==> config.mk <==
export PLATFORM = sky130hd
export DESIGN_NAME = pwm_actuator
export DESIGN_NICKNAME = d
export VERILOG_FILES = /design/src/rtl/pwm_pkg.sv /design/src/rtl/pwm_sat.sv /design/src/rtl/pwm_actuator.sv
export SDC_FILE = /design/constraint.sdc
export NUM_CORES = 1
export LEC_CHECK = 0
export CORE_ASPECT_RATIO = 0.9
export CORE_MARGIN = 10
export CORE_UTILIZATION = 40
export DETAILED_ROUTE_END_ITERATION = 12
export GPL_TIMING_DRIVEN = 0
export HOLD_SLACK_MARGIN = 0.12
export PLACE_DENSITY = 0.63
export SYNTH_ARGS = -nofsm -noshare
export SYNTH_HDL_FRONTEND = slang
export SYNTH_SLANG_ARGS = --single-unit
==> constraint.sdc <==
create_clock -name i_clk -period 6.9 [get_ports i_clk]
set_clock_uncertainty 0.2 [all_clocks]
set_input_delay 1.38 -clock i_clk [delete_from_list [all_inputs] [get_ports i_clk]]
set_output_delay 1.38 -clock i_clk [all_outputs]
set_load 0.01 [all_outputs]
==> src/rtl/pwm_pkg.sv <==
// Shared constants for the PID output stage: data widths and the PWM state encoding.
package pwm_pkg;

  localparam int MV_NB  = 32;
  localparam int INV_NB = 5;

  typedef enum logic [2:0] {
    IDLE  = 3'b001,
    RUN   = 3'b010,
    FAULT = 3'b100
  } pwm_state_t;

endpackage

==> src/rtl/pwm_sat.sv <==
// Abs-and-clamp of the signed manipulation value against the PWM period.
// Latency: combinational. Backpressure: none.
module pwm_sat
  import pwm_pkg::*;
#(
  parameter int cnt_nb = 16
) (
  input  logic [MV_NB-1:0]  i_mv,
  input  logic [cnt_nb-1:0] i_period,
  output logic [cnt_nb-1:0] o_duty,
  output logic              o_sat
);

  logic [MV_NB:0] mv_ext;
  logic [MV_NB:0] mag;
  logic [MV_NB:0] period_ext;

  // One extra bit so that the magnitude of the most negative value still fits.
  always_comb begin
    mv_ext     = {i_mv[MV_NB-1], i_mv};
    mag        = i_mv[MV_NB-1] ? ((MV_NB+1)'(0) - mv_ext) : mv_ext;
    period_ext = {{(MV_NB+1-cnt_nb){1'b0}}, i_period};
    if (mag > period_ext) begin
      o_duty = i_period;
      o_sat  = 1'b1;
    end else begin
      o_duty = mag[cnt_nb-1:0];
      o_sat  = 1'b0;
    end
  end

endmodule

==> src/rtl/pwm_actuator.sv <==
// Sign/magnitude PWM drive from the PID manipulation value; duty/period double-buffered per period.
// Latency: input sampled on the boundary clock, applied from cnt=0 next clock (worst case period_r clocks).
// Backpressure: none; PWM_FAULT_LATCH_EN makes an invalid sample latch into FAULT until i_en drops.
module pwm_actuator
  import pwm_pkg::*;
#(
  parameter int cnt_nb = 16
) (
  input  logic              i_clk,
  input  logic              i_rst,
  input  logic              i_en,
  input  logic [MV_NB-1:0]  i_mv,
  input  logic [INV_NB-1:0] i_invalid,
  input  logic [cnt_nb-1:0] i_period,
  output logic              o_pwm,
  output logic              o_dir,
  output logic              o_sat,
  output logic              o_fault,
  output logic [cnt_nb-1:0] o_duty
);

  pwm_state_t        state;
  logic [cnt_nb-1:0] cnt;
  logic [cnt_nb-1:0] period_r;
  logic [cnt_nb-1:0] duty_r;
  logic              dir_r;
  logic              sat_r;
  logic              fault_r;

  logic [cnt_nb-1:0] duty_c;
  logic              sat_c;
  logic              dir_c;
  logic              inv_c;
  logic              boundary;

  pwm_sat #(
    .cnt_nb  (cnt_nb)
  ) u_sat (
    .i_mv     (i_mv),
    .i_period (i_period),
    .o_duty   (duty_c),
    .o_sat    (sat_c)
  );

  assign dir_c    = i_mv[MV_NB-1];
  assign inv_c    = |i_invalid;
  assign boundary = (cnt == (period_r - cnt_nb'(1)));

  always_ff @(posedge i_clk) begin
    if (!i_rst) begin
      state    <= IDLE;
      cnt      <= '0;
      period_r <= '0;
      duty_r   <= '0;
      dir_r    <= 1'b0;
      sat_r    <= 1'b0;
      fault_r  <= 1'b0;
    end else if (!i_en) begin
      state    <= IDLE;
      cnt      <= '0;
      duty_r   <= '0;
      dir_r    <= 1'b0;
      sat_r    <= 1'b0;
      fault_r  <= 1'b0;
    end else begin
      case (state)
        IDLE: begin
          if (i_period != '0) begin
            state    <= RUN;
            cnt      <= '0;
            period_r <= i_period;
            dir_r    <= dir_c;
            if (inv_c) begin
              // Starting on a bad sample: run with zero duty rather than trust the value.
              duty_r  <= '0;
              sat_r   <= 1'b0;
              fault_r <= 1'b1;
`ifdef PWM_FAULT_LATCH_EN
              state   <= FAULT;
`endif
            end else begin
              duty_r  <= duty_c;
              sat_r   <= sat_c;
              fault_r <= 1'b0;
            end
          end
        end

        RUN: begin
          if (boundary) begin
            cnt      <= '0;
            period_r <= i_period;
            if (i_period == '0) begin
              state   <= IDLE;
              duty_r  <= '0;
              dir_r   <= 1'b0;
              sat_r   <= 1'b0;
              fault_r <= 1'b0;
            end else if (!inv_c) begin
              duty_r  <= duty_c;
              dir_r   <= dir_c;
              sat_r   <= sat_c;
              fault_r <= 1'b0;
            end else begin
              // Previous duty and direction stay applied for this period.
              fault_r <= 1'b1;
`ifdef PWM_FAULT_LATCH_EN
              state   <= FAULT;
`endif
            end
          end else begin
            cnt <= cnt + cnt_nb'(1);
          end
        end

        FAULT: begin
          cnt <= '0;
        end

        default: begin
          state <= IDLE;
          cnt   <= '0;
        end
      endcase
    end
  end

  assign o_pwm   = (state == RUN) && (cnt < duty_r);
  assign o_dir   = dir_r;
  assign o_sat   = sat_r;
  assign o_fault = fault_r;
  assign o_duty  = duty_r;

endmodule
==> impl_metrics.json <==
{
  "outcome": "complete, no violations",
  "h-tree-depth": 2,
  "power.ir.vdd_worst_mv": 0.08156,
  "min-delay-path-class": "flip-flop to flip-flop",
  "critical_path.cell_chain": "clkdlybuf4s50_1 -> inv_1 -> ha_1 -> nor3b_1 -> nand4_1 -> o21ai_0 -> xnor2_1 -> ha_1 -> and4_1 -> nand3_1 -> or4_1 -> o21ai_0 -> nand4_1 -> buf_4 -> buf_6 -> mux2i_1 -> o2bb2ai_2",
  "postSynthNetCount": 652,
  "cell_rows": 37,
  "fin_nets": 732,
  "synth-compound-area-share_pct": 19.15,
  "yosys.area_share.adder_pct": 9.237,
  "final_antenna_net_count": 0,
  "async_reset_ff_share_pct": 0,
  "setup-tns-final_ns": 0,
  "timing.hold.worst_path_depth": 2,
  "r2r.worst_path.cells": 14,
  "cts_repair_resize_count": 0,
  "route.vias.total": 4485,
  "clock_tree.root_cell": "sky130_fd_sc_hd__clkbuf_16",
  "cts_buffers": 5,
  "synthDominantAreaCellType": "sky130_fd_sc_hd__dfxtp_1",
  "initial_utilization_pct": 40.61,
  "grt_usage_pct": 17.61,
  "antenna_cells": 0,
  "cellLeakagePower_nw": 2.303,
  "drive_gt1_share_pct": 6.065,
  "core_area_sq_mm": 0.01134,
  "xor_xnor_cell_area_share_of_the_yosys_netlist_pct": 8.748,
  "flow.area_growth_from_synthesis_pct": 23.74,
  "critical_path_arrival_ns": 5.85,
  "synth_area_leaders": "sky130_fd_sc_hd__dfxtp_1 23%, sky130_fd_sc_hd__ha_1 9.2%, sky130_fd_sc_hd__mux2i_1 7.4%, sky130_fd_sc_hd__xnor2_1 4.9%, sky130_fd_sc_hd__nand2_1 4.7%",
  "global_route_wire_length_before_repair_um": 23390,
  "first_iter_violations": 363,
  "dominant_combinational_cell_family_by_area_after_synthesis": "simple AND/OR/NAND/NOR gates",
  "cp_data_required_time_ns": 6.89,
  "slew_headroom_pct": 36.35,
  "drcViolationCount": 0,
  "worst_flop_to_flop_path_startpoint": "period_r[0]",
  "die_width_um": 133.1,
  "critical_path.max_stage_delay_ns": 0.59,
  "grt_max_degree": 17,
  "setup.worst_path.end_class": "flip-flop",
  "cp-startpoint": "i_mv[0]",
  "setup_repair_after_global_routing_missed_its_margin": "no",
  "tritoncts": "done",
  "count_of_mapped_cells_out_of_synthesis": 562,
  "synthesis_warnings": 0,
  "p_per_area_mw_per_mm2": 146.2,
  "design.portCount": 76,
  "flip_flop_and_latch_count_after_synthesis": 53,
  "yosys.cell_types.count": 69,
  "cts.hold.buffers_added": 0,
  "post_synth_mux_area_share_pct": 7.878,
  "wire_per_inst_um": 18.26,
  "synth.cells.most_frequent": "58 x sky130_fd_sc_hd__nand2_1, 53 x sky130_fd_sc_hd__dfxtp_1, 47 x sky130_fd_sc_hd__inv_1, 34 x sky130_fd_sc_hd__ha_1, 34 x sky130_fd_sc_hd__mux2i_1",
  "clock-sinks": 53,
  "post-route-period-util_pct": 84.85,
  "reg2reg_slack_ns": 3.40,
  "synth-seq-area-share_pct": 23.04,
  "post-synth-top-area-fraction_pct": 23.04,
  "filler_cell_count": 1106,
  "post_cts_buffers": 0,
  "rr_endpoint": "period_r[14]",
  "top_ff_cell_synth": "sky130_fd_sc_hd__dfxtp_1",
  "grt_overflow_total": 0,
  "syn_area_sq_mm": 0.004606,
  "routability_congestion_estimate": 0.9723,
  "ctsLongestPathBuffers": 2,
  "detailedRoute.firstPassIterationCount": 5,
  "grt_antenna_before_repair": 0,
  "criticalPathCategory": "primary input to flip-flop",
  "max_capacitance_violation_count": 0,
  "detailed_place_hpwl_um": 11970,
  "critical_path.startpoint_type": "primary input",
  "worst-path-max-fanout": 10,
  "overall_power_consumption_mw": 0.8332,
  "number_of_global_route_vias_before_repair": 4436,
  "tightestPinTransition_ns": 0.9461,
  "synth_simple_gate_area_share_pct": 23.83,
  "avgViaCountPerCell": 5.613,
  "die-height_um": 121.8,
  "fmax_mhz": 170.8,
  "clk_pin_slew_ns": 0.07,
  "number_of_flops_mapped_to_enable_cells_by_yosys": 0,
  "synth_area_per_cell_sq_um": 8.195,
  "final_hold_violations": 0,
  "die_footprint_sq_mm": 0.01621,
  "insertion_delay_ns": 0.30,
  "post-route-min-period_ns": 5.855,
  "finalWirelength_um": 14590,
  "final_max_slew_viol_count": 0,
  "critPathSlowestCell": "sky130_fd_sc_hd__or4_1",
  "setup_viol": 0,
  "yosys.cell_count.top_type": "sky130_fd_sc_hd__nand2_1",
  "port_buffer_count": 73,
  "critPathCapture": "o_duty[9]"
}
[routing by layer]
metal	wire length (um)	track usage (%)	part of all wire, %	up-vias
met5	0	0	0	-
met4	74	2.310	0.51	0
li1	-	-	-	2213
met2	6269	27.18	43	161
met3	1215	4.691	8.3	10
met1	7033	24.73	48	2101
[power breakdown]
| part | leakage [nW] | internal [mW] | total (mW) | switching, mW |
|---|---|---|---|---|
| clock | 0.0810 | 0.172 | 0.292 | 0.120 |
| combinational | 1.79 | 0.100 | 0.217 | 0.117 |
| sequential | 0.430 | 0.314 | 0.323 | 0.00941 |
| total | 2.30 | 0.587 | 0.833 | 0.247 |
[registers in the layout (all words and copies together), names as in the netlist]
register	cells
o_dir	1
state	2
cnt	16
o_sat	1
o_duty	16
period_r	16
o_fault	1
[worst max-delay path: cells and delay by family]
family / cells / cell delay, ns
buffers and inverters: 4 / 0.94
adders and majority gates: 2 / 0.48
xor gates and xnor gates: 1 / 0.13
AOI/OAI and AO/OA: 3 / 0.54
muxes: 1 / 0.22
and+or+nand+nor: 6 / 2.16
[cell usage in the layout (no fill, tap or decap), types with 3 or more instances in the layout]
cell / n
sky130_fd_sc_hd__ha_1: 34
sky130_fd_sc_hd__nor2b_1: 4
sky130_fd_sc_hd__clkdlybuf4s50_1: 73
sky130_fd_sc_hd__dfxtp_1: 53
sky130_fd_sc_hd__nand3_1: 15
sky130_fd_sc_hd__buf_6: 6
sky130_fd_sc_hd__or4_1: 8
sky130_fd_sc_hd__a21o_1: 11
sky130_fd_sc_hd__buf_2: 3
sky130_fd_sc_hd__and3_1: 10
sky130_fd_sc_hd__o2bb2ai_1: 8
sky130_fd_sc_hd__a21oi_1: 18
sky130_fd_sc_hd__nor2_1: 27
sky130_fd_sc_hd__xor2_1: 20
sky130_fd_sc_hd__or3_1: 7
sky130_fd_sc_hd__nor3_1: 15
sky130_fd_sc_hd__nand2b_1: 6
sky130_fd_sc_hd__a211o_1: 3
sky130_fd_sc_hd__o211ai_1: 6
sky130_fd_sc_hd__nor4_1: 19
sky130_fd_sc_hd__xnor2_1: 26
sky130_fd_sc_hd__clkbuf_16: 5
sky130_fd_sc_hd__nand4_1: 13
sky130_fd_sc_hd__mux2i_1: 34
sky130_fd_sc_hd__nor4b_1: 3
sky130_fd_sc_hd__clkbuf_1: 16
sky130_fd_sc_hd__o2bb2ai_2: 10
sky130_fd_sc_hd__nand2_1: 58
sky130_fd_sc_hd__a211oi_1: 4
sky130_fd_sc_hd__o21ai_0: 19
sky130_fd_sc_hd__o31ai_1: 6
sky130_fd_sc_hd__a31oi_1: 4
sky130_fd_sc_hd__and4_1: 4
sky130_fd_sc_hd__inv_1: 47
sky130_fd_sc_hd__o41ai_1: 3
[cells by family after synthesis]
family | Yosys count
xor+xnor | 46
mux | 36
flops | 53
compound gates | 113
fa+ha+maj | 34
buf+inv | 76
simple gates | 204
[area by class of cell]
class / count / area [sq um] / share of cell area [%]
multi-input combinational: 433 / 3171 / 55.63
sequential: 53 / 1061 / 18.62
timing repair buffer: 73 / 730.7 / 12.82
buffer: 29 / 197.7 / 3.469
tap: 156 / 195.2 / 3.425
inverter: 47 / 176.4 / 3.095
clock buffer: 6 / 128.9 / 2.261
clock inverter: 2 / 38.79 / 0.6806
[how the worst min path moves through the flow]
| stage | startpoint | end | slack (ns) |
|---|---|---|---|
| final | period_r[15] | period_r[15] | 0.28 |
| after floorplan | period_r[15] | period_r[15] | 0.25 |
| after global placement | o_sat | o_sat | 0.26 |
| after CTS | period_r[15] | period_r[15] | 0.28 |
| after global routing | period_r[15] | period_r[15] | 0.30 |
| after detailed placement | o_sat | o_sat | 0.26 |
[per-stage QoR]
stage / worst slack, ns / area [sq um] / cells / utilization (%) / hold WS [ns]
after floorplan: 2.308 / 4606 / 562 / - / 0.2465
after global placement: 0.9030 / 5532 / 791 / 48.77 / 0.2610
after detailed placement: 0.7943 / 5532 / 791 / 48.77 / 0.2629
after CTS: 1.115 / 5699 / 799 / 50.25 / 0.2808
after global routing: 0.7125 / 5699 / 799 / 50.25 / 0.3000
final: 1.045 / 5699 / 799 / 50.25 / 0.2783
Note: power is estimated with default switching activity, not from simulation.
